==> src/rtl/flash_arbiter.sv <==
// flash_arbiter: two-requester read arbiter in front of a single flash
// controller, one flash read outstanding at a time. Requester 0 is the
// audio player, requester 1 the secondary reader.
// Optional build macro FLASH_ARB_RR_EN: round-robin between simultaneous
// requesters. Without it, requester 0 always wins a simultaneous request.
//
// state     | meaning
// IDLE      | waiting for a request; accepts one combinationally
// ISSUE     | flsh_read held with latched address until controller accepts
// WAIT_DATA | waiting for read data, bounded by TIMEOUT cycles
module flash_arbiter #(
  parameter int ADDR_W  = 23,
  parameter int TIMEOUT = 255
) (
  input  logic              clk,
  input  logic              rst,
  input  logic              req0_read,
  input  logic [ADDR_W-1:0] req0_address,
  input  logic [3:0]        req0_byteenable,
  output logic              req0_waitrequest,
  output logic [31:0]       req0_readdata,
  output logic              req0_readdatavalid,
  input  logic              req1_read,
  input  logic [ADDR_W-1:0] req1_address,
  input  logic [3:0]        req1_byteenable,
  output logic              req1_waitrequest,
  output logic [31:0]       req1_readdata,
  output logic              req1_readdatavalid,
  output logic              flsh_read,
  output logic [ADDR_W-1:0] flsh_address,
  output logic [3:0]        flsh_byteenable,
  input  logic              flsh_waitrequest,
  input  logic [31:0]       flsh_readdata,
  input  logic              flsh_readdatavalid,
  output logic              owner,
  output logic              timeout_err,
  output logic [7:0]        debug
);

  localparam int CNT_W = (TIMEOUT < 2) ? 1 : $clog2(TIMEOUT + 1);

  typedef enum logic [1:0] {
    IDLE      = 2'd0,
    ISSUE     = 2'd1,
    WAIT_DATA = 2'd2
  } state_t;

  state_t            r_state;
  logic [CNT_W-1:0]  r_cnt;
  logic              r_owner;
  logic              r_timeout_err;
  logic              r_flsh_read;
  logic [ADDR_W-1:0] r_addr;
  logic [3:0]        r_be;

  logic w_any;
  logic w_gnt1;
  logic w_idle;
  logic w_wait;
  logic w_last_cycle;

  assign w_any  = req0_read | req1_read;
  assign w_idle = (r_state == IDLE);
  assign w_wait = (r_state == WAIT_DATA);
  // r_cnt counts elapsed WAIT_DATA cycles minus one, so this is the
  // TIMEOUT-th cycle; a valid in this very cycle still wins
  assign w_last_cycle = (r_cnt == CNT_W'(TIMEOUT - 1));

`ifdef FLASH_ARB_RR_EN
  // simultaneous requests go to whoever did not own the last read
  assign w_gnt1 = req1_read & (~req0_read | ~r_owner);
`else
  assign w_gnt1 = req1_read & ~req0_read;
`endif

  // acceptance and data strobes are combinational and suppressed during reset
  assign req0_waitrequest   = ~(~rst & w_idle & w_any & ~w_gnt1);
  assign req1_waitrequest   = ~(~rst & w_idle & w_gnt1);
  assign req0_readdatavalid = ~rst & w_wait & flsh_readdatavalid & ~r_owner;
  assign req1_readdatavalid = ~rst & w_wait & flsh_readdatavalid &  r_owner;
  assign req0_readdata      = flsh_readdata;
  assign req1_readdata      = flsh_readdata;

  assign flsh_read       = r_flsh_read;
  assign flsh_address    = r_addr;
  assign flsh_byteenable = r_be;
  assign owner           = r_owner;
  assign timeout_err     = r_timeout_err;
  assign debug = {r_state, r_owner, r_timeout_err, flsh_waitrequest,
                  flsh_readdatavalid, req1_read, req0_read};

  // arbitration FSM with registered flash command, owner and sticky timeout
  always_ff @(posedge clk) begin
    if (rst) begin
      r_state       <= IDLE;
      r_cnt         <= '0;
      r_owner       <= 1'b0;
      r_timeout_err <= 1'b0;
      r_flsh_read   <= 1'b0;
      r_addr        <= '0;
      r_be          <= '0;
    end else begin
      case (r_state)
        IDLE: begin
          if (w_any) begin
            r_owner     <= w_gnt1;
            r_addr      <= w_gnt1 ? req1_address : req0_address;
            r_be        <= w_gnt1 ? req1_byteenable : req0_byteenable;
            r_flsh_read <= 1'b1;
            r_state     <= ISSUE;
          end
        end
        ISSUE: begin
          if (!flsh_waitrequest) begin
            r_flsh_read <= 1'b0;
            r_cnt       <= '0;
            r_state     <= WAIT_DATA;
          end
        end
        WAIT_DATA: begin
          if (flsh_readdatavalid) begin
            r_state <= IDLE;
          end else if (w_last_cycle) begin
            r_timeout_err <= 1'b1;
            r_state       <= IDLE;
          end else begin
            r_cnt <= r_cnt + 1'b1;
          end
        end
        default: begin
          r_flsh_read <= 1'b0;
          r_state     <= IDLE;
        end
      endcase
    end
  end

endmodule
==> config.mk <==
export PLATFORM = sky130hd
export DESIGN_NAME = flash_arbiter
export DESIGN_NICKNAME = d
export VERILOG_FILES = /design/src/rtl/flash_arbiter.sv
export SDC_FILE = /design/constraint.sdc
export NUM_CORES = 1
export LEC_CHECK = 0
export ABC_AREA = 0
export BUFFER_PORTS_ARGS = -buffer_cell sky130_fd_sc_hd__buf_2
export CAP_MARGIN = 15
export CORE_UTILIZATION = 35
export DETAILED_ROUTE_END_ITERATION = 10
export MAX_ROUTING_LAYER = met4
export PLACE_DENSITY = 0.77
export SLEW_MARGIN = 20
export SYNTH_ARGS = -nofsm -noshare
export SYNTH_HDL_FRONTEND = slang
export SYNTH_SLANG_ARGS = --single-unit
==> constraint.sdc <==
create_clock -name clk -period 1.7 [get_ports clk]
set_input_delay 0.425 -clock clk [delete_from_list [all_inputs] [get_ports clk]]
set_output_delay 0.425 -clock clk [all_outputs]
set_load 0.02 [all_outputs]
==> impl_metrics.env <==
export IMPL_whs_ps=448.9
export IMPL_fin_crit_sh=0.9665
export IMPL_ys_seq_area_frac=0.3358
export IMPL_fin_util=0.4068
export IMPL_fillCellCount=671
export IMPL_track_usage=0.1464
export IMPL_yosys_register_bits=40
export IMPL_die_h_um=84.55
export IMPL_portBuffers=101
export IMPL_routed_wl_um=5078
export IMPL_holdPathEnd="flsh_read"
export IMPL_leakagePower_nw=1.217
export IMPL_tightest_slew_ps=349.7
export IMPL_pin_count=198
export IMPL_period_minus_slack_ps=1643
export IMPL_synth_top_area_share=0.3358
export IMPL_dr_pass1_iters=7
export IMPL_async_flop_share=0
export IMPL_yosys_area_top_type="dfxtp_1"
export IMPL_numCtsBuffers=5
export IMPL_ys_types=35
export IMPL_avgRoutedWirePerCell_um=13.36
export IMPL_place_gp_congestion=0.7959
export IMPL_clockBufferDepth=2
export IMPL_dpl_hpwl_um=3913
export IMPL_setup_viol=0
export IMPL_routed_via_density=4.863
export IMPL_grt_start_max_net_pins=35
export IMPL_synthesis_instances=269
export IMPL_status="finished with violations"
export IMPL_met1_usage=0.1572
export IMPL_grt_pass1_vias=1755
export IMPL_h_tree_depth=2
export IMPL_hp_start="flsh_waitrequest"
export IMPL_initial_core_util=0.3692
export IMPL_required_ps=1270
export IMPL_r2r_end="r_cnt[7]"
export IMPL_worst_r2r_path_depth=6
export IMPL_use_met2=0.2609
export IMPL_crit_arrival_ps=1220
export IMPL_dieArea_um2=7148
export IMPL_yosys_warnings=0
export IMPL_grt_overflow=0
export IMPL_die_x_um=84.55
export IMPL_crit_fanout=9
export IMPL_r2r_start="r_cnt[0]"
export IMPL_clk_pin_slew_ps=80
export IMPL_drtIter0Drc=69
export IMPL_ys_flop_type="dfxtp_1"
export IMPL_hold_buffers=0
export IMPL_hold_viol_final=0
export IMPL_core_um2=6459
export IMPL_drcViolationCount=10
export IMPL_synth_nets=363
export IMPL_fin_tns_setup_ps=0
export IMPL_top_usage_layer="met2"
export IMPL_grt_util_met3=0.04228
export IMPL_min_path_cells=3
export IMPL_maxCapViolations=0
export IMPL_netlist_area_um2=2385
export IMPL_place_area_um2=2491
export IMPL_fin_area_um2=2628
export IMPL_peakVddDrop_v=0.0003605
export IMPL_clockRootBuffer="clkbuf_8"
export IMPL_p_per_area_nw_per_um2=883.7
export IMPL_clkLatencyLatePin_ps=290
export IMPL_grt_pass1_wl_um=8155
export IMPL_max_freq_ghz=0.6086
export IMPL_dpl_cell_count=371
export IMPL_cp_end_kind="output pin"
export IMPL_cts_tree="built"
export IMPL_syn_to_final_growth_pct=10.18
export IMPL_fin_cells=380
export IMPL_synth_edf_count=0
export IMPL_synth_area_leaders="dfxtp_1 (34%), buf_4 (22%), mux2i_1 (12%)"
export IMPL_cts_sinks=40
export IMPL_nNetsFinal=396
export IMPL_n_antenna_cell=0
export IMPL_antenna_found_initial=0
export IMPL_violations="DRC"
export IMPL_ant_nets=0
export IMPL_rows=29
export IMPL_crit_type="flip-flop to output pin"
export IMPL_syn_area_per_cell_um2=8.865
export IMPL_hold_class="primary input to flip-flop"
export IMPL_drive_above_1_share=0.4422
export IMPL_critPathLaunchType="flip-flop"
export IMPL_final_setup_skew_ps=8.545
export IMPL_final_max_slew_viol_count=0
export IMPL_via_count=1848
export IMPL_max_slew_margin=0.7664
export IMPL_rrSetupSlack_ps=100
timing repair:
action / 4_1_cts / 5_1_grt
endpoints found under the setup margin: 4 / 9
pin swaps: 2 / 2
buffers inserted: 0 / 1
gates resized for setup: 4 / 7
logic make-up after synthesis:
family | synth area share
XOR/XNOR | 0.003673
multiplexers | 0.1222
AO/OA/AOI/OAI | 0.1396
buffers and inverters | 0.2529
AND/OR/NAND/NOR | 0.1354
adder cells (fa/ha/maj) | 0.01049
flip-flops | 0.3358
placed cells by master, fill, tap and decap left out, types with 2 or more instances in the layout:
master | Yosys | layout
mux2i_1 | 28 | 28
a211oi_1 | 27 | 27
o21ai_0 | 2 | 2
clkbuf_8 | 0 | 6
a31oi_1 | 5 | 5
nor3_4 | 1 | 2
and3_1 | 4 | 3
nand2_1 | 8 | 7
ha_1 | 2 | 2
dfxtp_2 | 0 | 2
dfxtp_1 | 40 | 37
nor3b_1 | 3 | 2
inv_1 | 2 | 2
buf_4 | 71 | 8
a21oi_1 | 5 | 5
nand2b_1 | 2 | 2
nand3_1 | 3 | 3
nor2_1 | 36 | 35
buf_12 | 0 | 2
buf_2 | 5 | 100
cell usage after synthesis, drive strengths merged, types with 4 or more instances:
cell,number
clkbuf,6
nor2,36
a21oi,6
a211oi,27
mux2i,28
nor3,4
and3,4
nand2,8
buf,78
a31oi,5
dfxtp,40
where the power goes:
| group | switching, mW | internal [mW] | total (mW) |
|---|---|---|---|
| Combinational | 0.339 | 0.244 | 0.583 |
| Clock | 0.334 | 0.330 | 0.665 |
| Sequential | 0.0509 | 1.02 | 1.07 |
| Total | 0.724 | 1.60 | 2.32 |
worst max-delay path by stage:
stage,endpoint,slack [ps],cells after the start,from
5_1_grt,req1_readdatavalid,-6,3,r_state[1]
3_3_place_gp,r_cnt[5],50,5,rst
3_5_place_dp,r_cnt[5],20,5,rst
2_1_floorplan,req1_readdatavalid,3,3,r_state[1]
4_1_cts,req1_waitrequest,7,4,r_state[1]
6_report,req1_readdatavalid,60,3,r_state[0]
per-layer routing:
layer | share of wire | wire length (um) | vias to the layer above
li1 | - | - | 932
met5 | 0 | 0 | -
met4 | 0.0053 | 27 | 0
met3 | 0.078 | 397 | 3
met1 | 0.41 | 2095 | 810
met2 | 0.50 | 2559 | 103
critical path: stages (launching register included):
cell     delay (ps)
dfxtp_4         390
nor3b_4         200
and3_1          170
buf_2           160
sequential cells by signal (all words and copies together), names as in the netlist:
name	flops
r_state	2
flsh_byteenable	4
timeout_err	1
flsh_address	23
r_cnt	8
owner	1
flsh_read	1
area by class of cell:
type / instances / area [um^2] / area share
repair buffers: 110 / 600.6 / 0.2286
flip-flops and latches: 40 / 807.0 / 0.3071
well taps: 77 / 96.34 / 0.03667
clock inverters: 1 / 7.507 / 0.002857
clock buffers: 7 / 86.33 / 0.03286
multi-input cells: 143 / 1022 / 0.3890
inverters: 2 / 7.507 / 0.002857
per-stage QoR:
step	total power [mW]	setup slack (ps)
detailed placement	1.672	22.05
CTS	2.349	6.667
finish	2.322	56.95
floorplan	1.674	2.717
global route	2.449	-6.175
global placement	1.658	46.68
Note: power is estimated with default switching activity, not from simulation.
